### src/rtl/paddle_pkg.sv
// Shared definitions for the paddle bounding-box tracker: colour indices,
// FSM state encoding and a per-colour bounding-box record.
package paddle_pkg;

  localparam int C1_IDX      = 1;
  localparam int C2_IDX      = 0;
  localparam int NUM_COLOURS = 2;

  localparam int BOX_COORD_WIDTH = 13;
  localparam int BOX_INDEX_WIDTH = 19;

  typedef enum logic {
    ACCUM   = 1'b0,
    PUBLISH = 1'b1
  } state_t;

  typedef struct packed {
    logic [BOX_COORD_WIDTH-1:0] min_col;
    logic [BOX_COORD_WIDTH-1:0] max_col;
    logic [BOX_COORD_WIDTH-1:0] min_row;
    logic [BOX_COORD_WIDTH-1:0] max_row;
    logic [BOX_INDEX_WIDTH-1:0] count;
  } bbox_t;

endpackage

### src/rtl/paddle_bbox_tracker_bbox_accum.sv
// Single-colour accumulator: live count/bounding box plus a snapshot that
// captures the live state merged with the current pixel.
module bbox_accum #(
  parameter int COORD_WIDTH = 13,
  parameter int INDEX_WIDTH = 19
) (
  input  logic                   clk,
  input  logic                   reset,
  input  logic                   i_hit,
  input  logic                   i_snap,
  input  logic                   i_clear,
  input  logic [COORD_WIDTH-1:0] i_row,
  input  logic [COORD_WIDTH-1:0] i_col,
  output logic [INDEX_WIDTH-1:0] o_count,
  output logic [COORD_WIDTH-1:0] o_min_col,
  output logic [COORD_WIDTH-1:0] o_max_col,
  output logic [COORD_WIDTH-1:0] o_min_row,
  output logic [COORD_WIDTH-1:0] o_max_row
);

  logic [INDEX_WIDTH-1:0] r_count, w_count;
  logic [COORD_WIDTH-1:0] r_min_col, r_max_col, r_min_row, r_max_row;
  logic [COORD_WIDTH-1:0] w_min_col, w_max_col, w_min_row, w_max_row;
  logic [INDEX_WIDTH-1:0] r_snap_count;
  logic [COORD_WIDTH-1:0] r_snap_min_col, r_snap_max_col, r_snap_min_row, r_snap_max_row;

  // Live state merged with the current pixel; the count saturates.
  always_comb begin
    w_count   = r_count;
    w_min_col = r_min_col;
    w_max_col = r_max_col;
    w_min_row = r_min_row;
    w_max_row = r_max_row;
    if (i_hit) begin
      if (r_count != '1) w_count = r_count + INDEX_WIDTH'(1);
      if (i_col < r_min_col) w_min_col = i_col;
      if (i_col > r_max_col) w_max_col = i_col;
      if (i_row < r_min_row) w_min_row = i_row;
      if (i_row > r_max_row) w_max_row = i_row;
    end
  end

  always_ff @(posedge clk) begin
    if (reset) begin
      r_count        <= '0;
      r_min_col      <= '1;
      r_max_col      <= '0;
      r_min_row      <= '1;
      r_max_row      <= '0;
      r_snap_count   <= '0;
      r_snap_min_col <= '0;
      r_snap_max_col <= '0;
      r_snap_min_row <= '0;
      r_snap_max_row <= '0;
    end else begin
      if (i_clear) begin
        r_count   <= '0;
        r_min_col <= '1;
        r_max_col <= '0;
        r_min_row <= '1;
        r_max_row <= '0;
      end else begin
        r_count   <= w_count;
        r_min_col <= w_min_col;
        r_max_col <= w_max_col;
        r_min_row <= w_min_row;
        r_max_row <= w_max_row;
      end
      if (i_snap) begin
        r_snap_count   <= w_count;
        r_snap_min_col <= w_min_col;
        r_snap_max_col <= w_max_col;
        r_snap_min_row <= w_min_row;
        r_snap_max_row <= w_max_row;
      end
    end
  end

  assign o_count   = r_snap_count;
  assign o_min_col = r_snap_min_col;
  assign o_max_col = r_snap_max_col;
  assign o_min_row = r_snap_min_row;
  assign o_max_row = r_snap_max_row;

endmodule

### src/rtl/paddle_bbox_tracker.sv
// Per-frame two-colour paddle tracker: raster counters, ACCUM/PUBLISH FSM
// and formatting of per-colour box, centre, count and found flag.
module paddle_bbox_tracker
  import paddle_pkg::*;
#(
  parameter int WIDTH       = 640,
  parameter int HEIGHT      = 480,
  parameter int COORD_WIDTH = 13,
  parameter int INDEX_WIDTH = 19,
  parameter int MIN_PIXELS  = 16
) (
  input  logic                       clk,
  input  logic                       reset,
  input  logic                       in_valid,
  input  logic [1:0]                 color_enc,
  output logic                       out_valid,
  output logic [1:0]                 found,
  output logic [2*INDEX_WIDTH-1:0]   count,
  output logic [2*COORD_WIDTH-1:0]   min_col,
  output logic [2*COORD_WIDTH-1:0]   max_col,
  output logic [2*COORD_WIDTH-1:0]   min_row,
  output logic [2*COORD_WIDTH-1:0]   max_row,
  output logic [2*COORD_WIDTH-1:0]   ctr_col,
  output logic [2*COORD_WIDTH-1:0]   ctr_row,
  output logic                       frame_done
);

  logic [COORD_WIDTH-1:0] r_col, r_row;
  state_t                 r_state;
  logic                   r_out_valid, r_frame_done;
  logic                   w_col_wrap, w_last;

  assign w_col_wrap = (r_col == COORD_WIDTH'(WIDTH - 1));
  assign w_last     = in_valid && w_col_wrap && (r_row == COORD_WIDTH'(HEIGHT - 1));

  always_ff @(posedge clk) begin
    if (reset) begin
      r_col        <= '0;
      r_row        <= '0;
      r_state      <= ACCUM;
      r_out_valid  <= 1'b0;
      r_frame_done <= 1'b0;
    end else begin
      r_frame_done <= w_last;
      r_out_valid  <= (r_state == PUBLISH);
      if (in_valid) begin
        if (w_col_wrap) begin
          r_col <= '0;
          r_row <= (r_row == COORD_WIDTH'(HEIGHT - 1)) ? '0 : r_row + COORD_WIDTH'(1);
        end else begin
          r_col <= r_col + COORD_WIDTH'(1);
        end
      end
      case (r_state)
        ACCUM:   if (w_last) r_state <= PUBLISH;
        PUBLISH: r_state <= ACCUM;
        default: r_state <= ACCUM;
      endcase
    end
  end

  assign out_valid  = r_out_valid;
  assign frame_done = r_frame_done;

  for (genvar gi = 0; gi < NUM_COLOURS; gi++) begin : g_colour
    logic [INDEX_WIDTH-1:0] w_snap_count;
    logic [COORD_WIDTH-1:0] w_snap_min_col, w_snap_max_col, w_snap_min_row, w_snap_max_row;
    logic                   w_found;
    logic [COORD_WIDTH-1:0] w_ctr_col, w_ctr_row;
    logic                   r_found;
    logic [INDEX_WIDTH-1:0] r_count;
    logic [COORD_WIDTH-1:0] r_min_col, r_max_col, r_min_row, r_max_row, r_ctr_col, r_ctr_row;

    // The snapshot and the live clear share the last-pixel strobe.
    bbox_accum #(
      .COORD_WIDTH (COORD_WIDTH),
      .INDEX_WIDTH (INDEX_WIDTH)
    ) u_accum (
      .clk       (clk),
      .reset     (reset),
      .i_hit     (in_valid & color_enc[gi]),
      .i_snap    (w_last),
      .i_clear   (w_last),
      .i_row     (r_row),
      .i_col     (r_col),
      .o_count   (w_snap_count),
      .o_min_col (w_snap_min_col),
      .o_max_col (w_snap_max_col),
      .o_min_row (w_snap_min_row),
      .o_max_row (w_snap_max_row)
    );

    assign w_found   = (w_snap_count >= INDEX_WIDTH'(MIN_PIXELS));
    assign w_ctr_col = COORD_WIDTH'(({1'b0, w_snap_min_col} + {1'b0, w_snap_max_col}) >> 1);
    assign w_ctr_row = COORD_WIDTH'(({1'b0, w_snap_min_row} + {1'b0, w_snap_max_row}) >> 1);

    always_ff @(posedge clk) begin
      if (reset) begin
        r_found   <= 1'b0;
        r_count   <= '0;
        r_min_col <= '0;
        r_max_col <= '0;
        r_min_row <= '0;
        r_max_row <= '0;
        r_ctr_col <= '0;
        r_ctr_row <= '0;
      end else if (r_state == PUBLISH) begin
        r_found   <= w_found;
        r_count   <= w_snap_count;
        r_min_col <= w_found ? w_snap_min_col : '0;
        r_max_col <= w_found ? w_snap_max_col : '0;
        r_min_row <= w_found ? w_snap_min_row : '0;
        r_max_row <= w_found ? w_snap_max_row : '0;
        r_ctr_col <= w_found ? w_ctr_col : '0;
        r_ctr_row <= w_found ? w_ctr_row : '0;
      end
    end

    assign found[gi]                            = r_found;
    assign count[gi*INDEX_WIDTH +: INDEX_WIDTH] = r_count;
    assign min_col[gi*COORD_WIDTH +: COORD_WIDTH] = r_min_col;
    assign max_col[gi*COORD_WIDTH +: COORD_WIDTH] = r_max_col;
    assign min_row[gi*COORD_WIDTH +: COORD_WIDTH] = r_min_row;
    assign max_row[gi*COORD_WIDTH +: COORD_WIDTH] = r_max_row;
    assign ctr_col[gi*COORD_WIDTH +: COORD_WIDTH] = r_ctr_col;
    assign ctr_row[gi*COORD_WIDTH +: COORD_WIDTH] = r_ctr_row;
  end

endmodule

### config.mk
export PLATFORM = sky130hd
export DESIGN_NAME = paddle_bbox_tracker
export DESIGN_NICKNAME = d
export VERILOG_FILES = /design/src/rtl/paddle_pkg.sv /design/src/rtl/paddle_bbox_tracker_bbox_accum.sv /design/src/rtl/paddle_bbox_tracker.sv
export SDC_FILE = /design/constraint.sdc
export NUM_CORES = 1
export LEC_CHECK = 0
export ABC_AREA = 0
export BUFFER_PORTS_ARGS = -buffer_cell sky130_fd_sc_hd__buf_2
export CORE_ASPECT_RATIO = 1.2
export CORE_MARGIN = 2
export CORE_UTILIZATION = 50
export CTS_BUF_LIST = sky130_fd_sc_hd__clkbuf_4
export CTS_CLUSTER_SIZE = 8
export DETAILED_ROUTE_END_ITERATION = 10
export PLACE_DENSITY = 0.75
export SYNTH_ARGS = -nofsm -noshare
export SYNTH_HDL_FRONTEND = slang
export SYNTH_HIERARCHICAL = 1
export SYNTH_SLANG_ARGS = --single-unit
### constraint.sdc
create_clock -name clk -period 5.4 [get_ports clk]
set_input_delay 0.81 -clock clk [delete_from_list [all_inputs] [get_ports clk]]
set_output_delay 0.81 -clock clk [all_outputs]
set_load 0.02 [all_outputs]
==> results of run 1 <==
## worst max-delay path, delay by kind of cell (launching register included)
kind / cells / cell delay (ns)
AND/OR/NAND/NOR: 5 / 2.04
flip-flops: 1 / 0.61
buffers and inverters: 1 / 0.57
adder cells (fa/ha/maj): 1 / 0.29
## logic make-up (layout without fill, tap and decap cells)
group                    after synthesis  after routing  synth area share [%]
flip-flops                           509            509                  45.3
multiplexers                          75             75                  3.35
buffers and inverters                264            549                  4.54
other                                  0              1                     0
XOR/XNOR                              78             78                  3.04
AND/OR/NAND/NOR                      755            755                  15.7
adder cells (fa/ha/maj)              156            156                  8.82
AO/OA/AOI/OAI                        616            616                  19.2
## metal layers
metal | vias to the layer above | GRT usage, % | share of wire (%) | wire length, µm
met5 | - | 0 | 0 | 0
met4 | 0 | 13.6 | 4.5 | 2560
met3 | 166 | 4.78 | 4.6 | 2640
met2 | 526 | 41.4 | 50 | 28400
met1 | 9083 | 27.4 | 41 | 23400
li1 | 9371 | - | - | -
## power by group through the flow
stage	Combinational, µW	Clock [µW]	Sequential (µW)
6_report	216	2980	3800
5_1_grt	240	3270	3810
3_5_place_dp	212	0	3890
3_3_place_gp	202	0	3890
4_1_cts	213	3080	3800
2_1_floorplan	168	0	3880
## through the flow
stage               hold WS (ns)  util [%]  worst slack, ns  power, µW  instance area (µm²)
finish                     0.383      56.6             1.65       7010                25300
global route               0.334      56.6             1.36       7320                25300
CTS                        0.287      56.6             1.67       7090                25300
detailed placement         0.436      53.3             1.59       4100                23800
global placement           0.427      53.3             1.76       4090                23800
floorplan                  0.423         -             2.42       4050                22500
## cells in the mapped netlist (5+ instances only)
cell | n | area share (%)
sky130_fd_sc_hd__a32o_1 | 11 | 0.49
sky130_fd_sc_hd__a21o_1 | 18 | 0.60
sky130_fd_sc_hd__nand2_1 | 113 | 1.9
sky130_fd_sc_hd__ha_1 | 152 | 8.5
sky130_fd_sc_hd__mux2i_1 | 74 | 3.3
sky130_fd_sc_hd__inv_1 | 125 | 2.1
sky130_fd_sc_hd__nor2b_1 | 17 | 0.47
sky130_fd_sc_hd__a211oi_1 | 72 | 2.4
sky130_fd_sc_hd__xnor2_1 | 21 | 0.82
sky130_fd_sc_hd__a21boi_0 | 6 | 0.20
sky130_fd_sc_hd__nand3_1 | 163 | 3.6
sky130_fd_sc_hd__a21oi_1 | 98 | 2.2
sky130_fd_sc_hd__clkbuf_1 | 109 | 1.8
sky130_fd_sc_hd__and2_1 | 9 | 0.25
sky130_fd_sc_hd__a31oi_1 | 5 | 0.14
sky130_fd_sc_hd__a311oi_1 | 79 | 3.1
sky130_fd_sc_hd__nor2_1 | 311 | 5.2
sky130_fd_sc_hd__a22o_1 | 98 | 3.8
sky130_fd_sc_hd__o21a_1 | 11 | 0.37
sky130_fd_sc_hd__buf_1 | 19 | 0.32
sky130_fd_sc_hd__nand4_1 | 38 | 1.1
sky130_fd_sc_hd__o21ai_0 | 157 | 3.5
sky130_fd_sc_hd__o31ai_1 | 8 | 0.27
sky130_fd_sc_hd__and3_1 | 17 | 0.47
sky130_fd_sc_hd__or2_2 | 8 | 0.22
sky130_fd_sc_hd__nor4_1 | 13 | 0.36
sky130_fd_sc_hd__dfxtp_1 | 509 | 45
sky130_fd_sc_hd__or3_1 | 14 | 0.39
sky130_fd_sc_hd__and4_1 | 8 | 0.31
sky130_fd_sc_hd__o31a_1 | 7 | 0.27
sky130_fd_sc_hd__nor3_1 | 20 | 0.45
sky130_fd_sc_hd__nand2b_1 | 10 | 0.28
sky130_fd_sc_hd__xor2_1 | 57 | 2.2
sky130_fd_sc_hd__o211ai_1 | 5 | 0.17
## path summary, 6_finish.rpt
kind | to | cells past startpoint
max | g_colour[1].u_accum/r_count[10]$_SDFF_PP0_ | 7
min | r_col[0]$_SDFFE_PP0P_ | 3
max reg2reg | g_colour[1].u_accum/r_count[10]$_SDFF_PP0_ | 7
min reg2reg | g_colour[1].r_found$_SDFFE_PP0P_ | 2
## layout make-up
class                   count  area, µm²
fillers                  3977      19400
flip-flops and latches    509      10200
multi-input cells        1680      11300
clock buffers             175       1310
well taps                 565        707
diodes                      1       2.50
clock inverters            28        145
inverters                 126        480
repair buffers            220       1150
==> load_flow_metrics.sql, run 1 <==
INSERT INTO impl_metrics (metric_group, metric, value, unit) VALUES
('worst_setup_path', 'critPathSlowestCell', 'sky130_fd_sc_hd__or2_2', ''),
('power_and_ir_drop', 'power.internal', '5360', 'µW'),
('drt', 'wl_per_cell', '17.2', 'µm'),
('floorplanning', 'dieArea', '46700', 'µm²'),
('worst_setup_path', 'worstSetupPathType', 'reg2reg', ''),
('sta', 'slew_at_the_pin_with_the_worst_max_slew_slack', '1.33', 'ns'),
('cts', 'cts_hold_repair_buffers', '0', ''),
('sta', 'slew_headroom', '11.4', '%'),
('cts', 'clock_buffer_count_from_cts', '120', ''),
('floorplanning', 'die_height', '236', 'µm'),
('cts', 'insertion_delay', '0.84', 'ns'),
('hold_path', 'hold_path.startpoint', 'in_valid', ''),
('placed_design', 'placedCellCount', '3100', ''),
('cts', 'cts.htree.levels', '3', ''),
('cts', 'tritoncts', 'built', ''),
('synthesis', 'postSynth.asyncResetShare', '0', '%'),
('power_and_ir_drop', 'pwr_density_cell', '277', 'nW/µm²'),
('sta', 'final_report_max_slew_violation_count', '0', ''),
('global_routing', 'gr-usage-all-layers', '23.9', '%'),
('synthesis', 'synth-seq-area-share', '45.3', '%'),
('drt', 'final_wirelength', '56900', 'µm'),
('outcome', 'outcome', 'complete, no violations', ''),
('final_layout', 'final_cells', '3304', ''),
('worst_setup_path', 'critPathRequiredTime', '6.03', 'ns'),
('hold_path', 'min_delay_path_class', 'in2reg', ''),
('sta', 'timing.clock.skew', '0.0641', 'ns'),
('drt', 'drt-vias-per-instance', '5.79', ''),
('synthesis', 'netlist_area', '22500', 'µm²'),
('power_and_ir_drop', 'clkPwrFrac', '42.6', '%'),
('global_routing', 'grt_pass1_wl', '92000', 'µm'),
('drt', 'drt-initial-drc-count', '1053', ''),
('drt', 'total_via_count_after_detailed_routing', '19146', ''),
('worst_setup_path', 'regToRegSetupSlack', '1.65', 'ns'),
('worst_setup_path', 'critPathLaunch', 'r_col[1]$_SDFFE_PP0P_', ''),
('run', 'cap_violations', '0', ''),
('sta', 'final_critical_path_time_including_i_o_delays_and_setup', '3.75', 'ns'),
('drt', 'first_pass_iters', '6', ''),
('global_routing', 'remaining_global_route_overflow', '0', ''),
('synthesis', 'synth-seq-cells', '509', ''),
('worst_setup_path', 'critPathCaptureType', 'flip-flop', ''),
('synthesis', 'synth.distinct_cells', '70', ''),
('sta', 'setup-violations-final', '0', ''),
('floorplanning', 'chipWidth', '198', 'µm'),
('worst_setup_path', 'cp_slowest_stage_delay', '0.83', 'ns'),
('worst_setup_path', 'start_of_the_worst_register_to_register_path', 'r_col[1]$_SDFFE_PP0P_', ''),
('worst_setup_path', 'setup.worst_path.start_class', 'flip-flop', ''),
('placed_design', 'number_of_input_and_output_port_buffers_inserted', '202', ''),
('synthesis', 'synthCells', '2453', ''),
('synthesis', 'postSynth.topFlopCell', 'sky130_fd_sc_hd__dfxtp_1', ''),
('synthesis', 'syn_area_per_cell', '9.16', 'µm²'),
('final_layout', 'area_growth_syn_to_layout', '12.5', '%'),
('worst_setup_path', 'cp.arrival', '4.37', 'ns'),
('placed_design', 'gp_congestion', '0.904', ''),
('power_and_ir_drop', 'p_comb_share', '3.1', '%'),
('cts', 'clock_tree.root_cell', 'sky130_fd_sc_hd__clkbuf_4', ''),
('synthesis', 'yosysWarningCount', '6', ''),
('placed_design', 'dp_hpwl', '40000', 'µm'),
('worst_setup_path', 'critical_path.max_fanout', '124', ''),
('cts', 'cts_setup_buffers', '0', ''),
('cts', 'cts.repair.resized', '0', ''),
('final_layout', 'layout_commonest_cell', 'sky130_fd_sc_hd__dfxtp_1', ''),
('final_layout', 'mostFrequentLayoutCells', '508 x sky130_fd_sc_hd__dfxtp_1, 308 x sky130_fd_sc_hd__nor2_1, 201 x sky130_fd_sc_hd__buf_2', ''),
('global_routing', 'antenna_violations_before_repair', '1', ''),
('sta', 'clock.fmax', '267', 'MHz'),
('sta', 'rsz0062_at_grt', 'false', ''),
('floorplanning', 'io_pins', '203', ''),
('worst_setup_path', 'cp_cell_sequence', 'ha_1 -> nand4_1 -> nor4_4 -> nand2b_1 -> inv_8 -> or2_2 -> nor3_1', ''),
('sta', 'tns', '0', 'ns'),
('final_layout', 'layout-drive-gt1-share', '16.1', '%'),
('drt', 'detail-route-antenna-nets', '0', ''),
('cts', 'clkSinkCount', '509', '');
Power figures use the tool's default switching activity.
==> run 2, diff against run 1 <==
ABC_AREA = 1   (was 0)
PLACE_DENSITY = 0.74   (was 0.75)
clock period = 3.75 ns   (was 5.4 ns; I/O delays follow)
==> run 2 against run 1 <==
  * Critical path depth up 5
  * Non-clock buffer count increased by 27
  * Power grew 52%
  * Critical endpoint is now g_colour[0].u_accum/o_max_row[8]$_SDFFE_PP0P_
  * First-iteration DRC count grew 74%
  * Clock power up 61%
  * Combinational power grew 64%
  * Area after synthesis rose by 15%
  * Design area rose by 15%
  * Sequential share of layout area fell by 5.2 points
  * Largest power group unchanged
  * Wire length rose by 22%
  * Maximum frequency rose by 35%
  * Via count is 27% higher
==> load_flow_metrics.sql, run 2 <==
INSERT INTO impl_metrics (metric_group, metric, value, unit) VALUES
('outcome', 'outcome', 'complete, no violations', ''),
('cts', 'clock_tree.root_cell', 'sky130_fd_sc_hd__clkbuf_4', ''),
('global_routing', 'via_count_of_the_first_global_routing_pass', '22492', ''),
('worst_setup_path', 'critPathSlowestCell', 'sky130_fd_sc_hd__dfxtp_1', ''),
('synthesis', 'synth.net_count', '3911', ''),
('power_and_ir_drop', 'p_leak', '0.0150', 'µW'),
('worst_setup_path', 'cp_slowest_stage_delay', '0.64', 'ns'),
('synthesis', 'synth_top_cells_by_count', '1100 x sky130_fd_sc_hd__nand2_1, 509 x sky130_fd_sc_hd__dfxtp_1, 489 x sky130_fd_sc_hd__inv_1', ''),
('drt', 'drc_errors_left', '0', ''),
('final_layout', 'sequential_cell_area', '10200', 'µm²'),
('synthesis', 'synth-seq-cells', '509', ''),
('worst_setup_path', 'worstSetupPathType', 'reg2reg', ''),
('worst_setup_path', 'cp.arrival', '3.65', 'ns'),
('global_routing', 'gr-usage-all-layers', '26.1', '%'),
('hold_path', 'min_delay_path_class', 'in2reg', ''),
('global_routing', 'remaining_global_route_overflow', '0', ''),
('synthesis', 'syn_area_per_cell', '6.87', 'µm²'),
('placed_design', 'number_of_input_and_output_port_buffers_inserted', '202', ''),
('hold_path', 'hold_path.startpoint', 'reset', ''),
('run', 'cap_violations', '0', ''),
('power_and_ir_drop', 'pwr_density_cell', '367', 'nW/µm²'),
('synthesis', 'netlist_top_cells_area', 'sky130_fd_sc_hd__dfxtp_1 40%, sky130_fd_sc_hd__nand2_1 16%, sky130_fd_sc_hd__nand3_1 7.5%', ''),
('drt', 'detail-route-antenna-nets', '0', ''),
('drt', 'final_wirelength', '69500', 'µm'),
('sta', 'finalHoldWorstSlack', '0.116', 'ns'),
('floorplanning', 'dieArea', '53400', 'µm²'),
('sta', 'period_share', '74.2', '%'),
('placed_design', 'gp_congestion', '0.916', ''),
('cts', 'clock_buffer_count_from_cts', '133', ''),
('sta', 'clock.fmax', '359', 'MHz'),
('cts', 'cts_setup_buffers', '0', ''),
('synthesis', 'synth-seq-area-share', '39.5', '%'),
('sta', 'final_critical_path_time_including_i_o_delays_and_setup', '2.78', 'ns'),
('worst_setup_path', 'critPathRequiredTime', '4.61', 'ns'),
('synthesis', 'postSynth.topFlopCell', 'sky130_fd_sc_hd__dfxtp_1', ''),
('final_layout', 'final_cells', '4727', ''),
('floorplanning', 'die_height', '253', 'µm'),
('synthesis', 'yosysWarningCount', '6', ''),
('worst_setup_path', 'start_of_the_worst_register_to_register_path', 'r_row[11]$_SDFFE_PP0P_', ''),
('drt', 'drt-initial-drc-count', '1830', ''),
('floorplanning', 'floorplan.initialDensity', '50.4', '%'),
('worst_setup_path', 'cp_cell_sequence', 'ha_1 -> nand2_1 -> nor2_1 -> inv_1 -> nor2_1 -> nand2_1 -> nand2_1 -> nand3_1 -> nand2_1 -> nand3_1 -> nand2_1 -> inv_1', ''),
('sta', 'setup-violations-final', '0', ''),
('floorplanning', 'design.core.area', '51100', 'µm²'),
('cts', 'clkSinkCount', '509', ''),
('cts', 'cts_buffer_depth', '3', ''),
('worst_setup_path', 'critical_path.max_fanout', '15', ''),
('sta', 'final_report_max_slew_violation_count', '0', ''),
('final_layout', 'net_count_of_the_finished_layout', '4149', ''),
('cts', 'clkSlewWorstSetupHoldPaths', '0.06', 'ns'),
('sta', 'slew_at_the_pin_with_the_worst_max_slew_slack', '0.790', 'ns'),
('power_and_ir_drop', 'max-vdd-ir-drop', '0.275', 'mV'),
('placed_design', 'placedCellCount', '4503', ''),
('synthesis', 'yosys.area.top_type_share', '39.5', '%'),
('floorplanning', 'io_pins', '203', ''),
('final_layout', 'layout-drive-gt1-share', '12.4', '%'),
('cts', 'cts.htree.levels', '4', ''),
('final_layout', 'layout_commonest_cell', 'sky130_fd_sc_hd__nand2_1', ''),
('sta', 'tns', '0', 'ns'),
('floorplanning', 'chipWidth', '211', 'µm'),
('global_routing', 'grt_pass1_wl', '113000', 'µm'),
('drt', 'total_via_count_after_detailed_routing', '24379', ''),
('worst_setup_path', 'critPathCaptureType', 'flip-flop', ''),
('drt', 'wl_per_cell', '14.7', 'µm'),
('global_routing', 'antenna_violations_before_repair', '3', ''),
('drt', 'drt-vias-per-instance', '5.16', ''),
('floorplanning', 'core.rowCount', '91', ''),
('final_layout', 'mostFrequentLayoutCells', '1100 x sky130_fd_sc_hd__nand2_1, 509 x sky130_fd_sc_hd__dfxtp_1, 489 x sky130_fd_sc_hd__inv_1', ''),
('synthesis', 'synth_area_leader_cell', 'sky130_fd_sc_hd__dfxtp_1', ''),
('sta', 'hold_viol_final', '0', ''),
('placed_design', 'dp_hpwl', '49100', 'µm'),
('drt', 'first_pass_iters', '6', ''),
('cts', 'insertion_delay', '1.01', 'ns'),
('synthesis', 'synth_enable_flop_cells', '0', ''),
('synthesis', 'synthCells', '3750', ''),
('worst_setup_path', 'critPathMostFrequentCell', 'sky130_fd_sc_hd__nand2_1', ''),
('synthesis', 'postSynth.asyncResetShare', '0', '%'),
('synthesis', 'netlist_area', '25800', 'µm²'),
('sta', 'timing.clock.skew', '0.0605', 'ns'),
('synthesis', 'synth.most_common_cell', 'sky130_fd_sc_hd__nand2_1', ''),
('final_layout', 'multiInputGateArea', '13000', 'µm²'),
('cts', 'tritoncts', 'built', ''),
('worst_setup_path', 'setup.worst_path.start_class', 'flip-flop', ''),
('sta', 'slew_headroom', '47.3', '%'),
('worst_setup_path', 'critPathLaunch', 'r_row[11]$_SDFFE_PP0P_', ''),
('final_layout', 'filler_cell_count', '5027', ''),
('global_routing', 'maximum_number_of_pins_on_one_net_before_global_route_repair', '118', ''),
('final_layout', 'area_growth_syn_to_layout', '12.6', '%'),
('synthesis', 'synth.distinct_cells', '42', ''),
('sta', 'rsz0062_at_grt', 'false', '');
run 2: per-layer routing:
metal	global-route usage (%)	vias up	routed length (µm)	share of wire [%]
li1	-	12508	-	-
met2	42.9	717	32200	46
met5	0	-	0	0
met1	33.2	11001	31100	45
met3	6.05	153	4170	6.0
met4	10.2	0	2000	2.9
run 2: kinds of logic (layout without fill, tap and decap cells):
| group | count (synthesis) | in the layout | synth area share [%] |
|---|---|---|---|
| simple gates | 2103 | 2103 | 34.7 |
| buf+inv | 647 | 970 | 9.98 |
| xor+xnor | 21 | 21 | 0.714 |
| compound gates | 314 | 314 | 7.34 |
| flops | 509 | 509 | 39.5 |
| fa+ha+maj | 156 | 156 | 7.69 |
| other cells | 0 | 3 | 0 |
run 2: worst max-delay path: cells and delay by family (launching register included):
kind	cells	cell delay, ns
simple gates	9	1.73
flops	1	0.64
buf+inv	2	0.10
fa+ha+maj	1	0.22
run 2: layout make-up:
| type | count | area share, % |
|---|---|---|
| inverters | 503 | 6.52 |
| multi-input cells | 2594 | 44.9 |
| clock buffers | 186 | 4.81 |
| diodes | 3 | 0.0259 |
| clock inverters | 34 | 0.798 |
| repair buffers | 247 | 4.97 |
| well taps | 651 | 2.81 |
| flip-flops and latches | 509 | 35.1 |
run 2: path summary, 6_finish.rpt:
kind	end	slack, ns	depth (start not counted)
hold reg to reg	g_colour[1].r_ctr_row[10]$_SDFFE_PP0P_	0.45	2
setup reg to reg	g_colour[0].u_accum/o_max_row[8]$_SDFFE_PP0P_	0.97	12
setup / recovery	g_colour[0].u_accum/o_max_row[8]$_SDFFE_PP0P_	0.97	12
hold / removal	r_col[8]$_SDFFE_PP0P_	0.12	2
run 2: repair_timing:
| action | 4_1_cts | 5_1_grt |
|---|---|---|
| resized for setup | 0 | 0 |
| endpoints found under the hold margin | 5 | 0 |
| hold buffers | 1 | 0 |
run 2: per-stage QoR:
step                      worst slack (ns)  power, µW  instance area [µm²]  util (%)
after floorplan                       1.10       5860                25800         -
after global routing                 0.615      11100                29000      56.7
after detailed placement             0.933       5950                27400      53.5
after global placement               0.977       5950                27400      53.5
after CTS                             1.01      10800                29000      56.7
final                                0.967      10600                29000      56.7
run 2: report_power, final:
group	switching (µW)	leakage (µW)	internal, µW
logic	267	0.00990	87.6
registers	30.6	0.00411	5450
clock network	2320	0.000956	2490
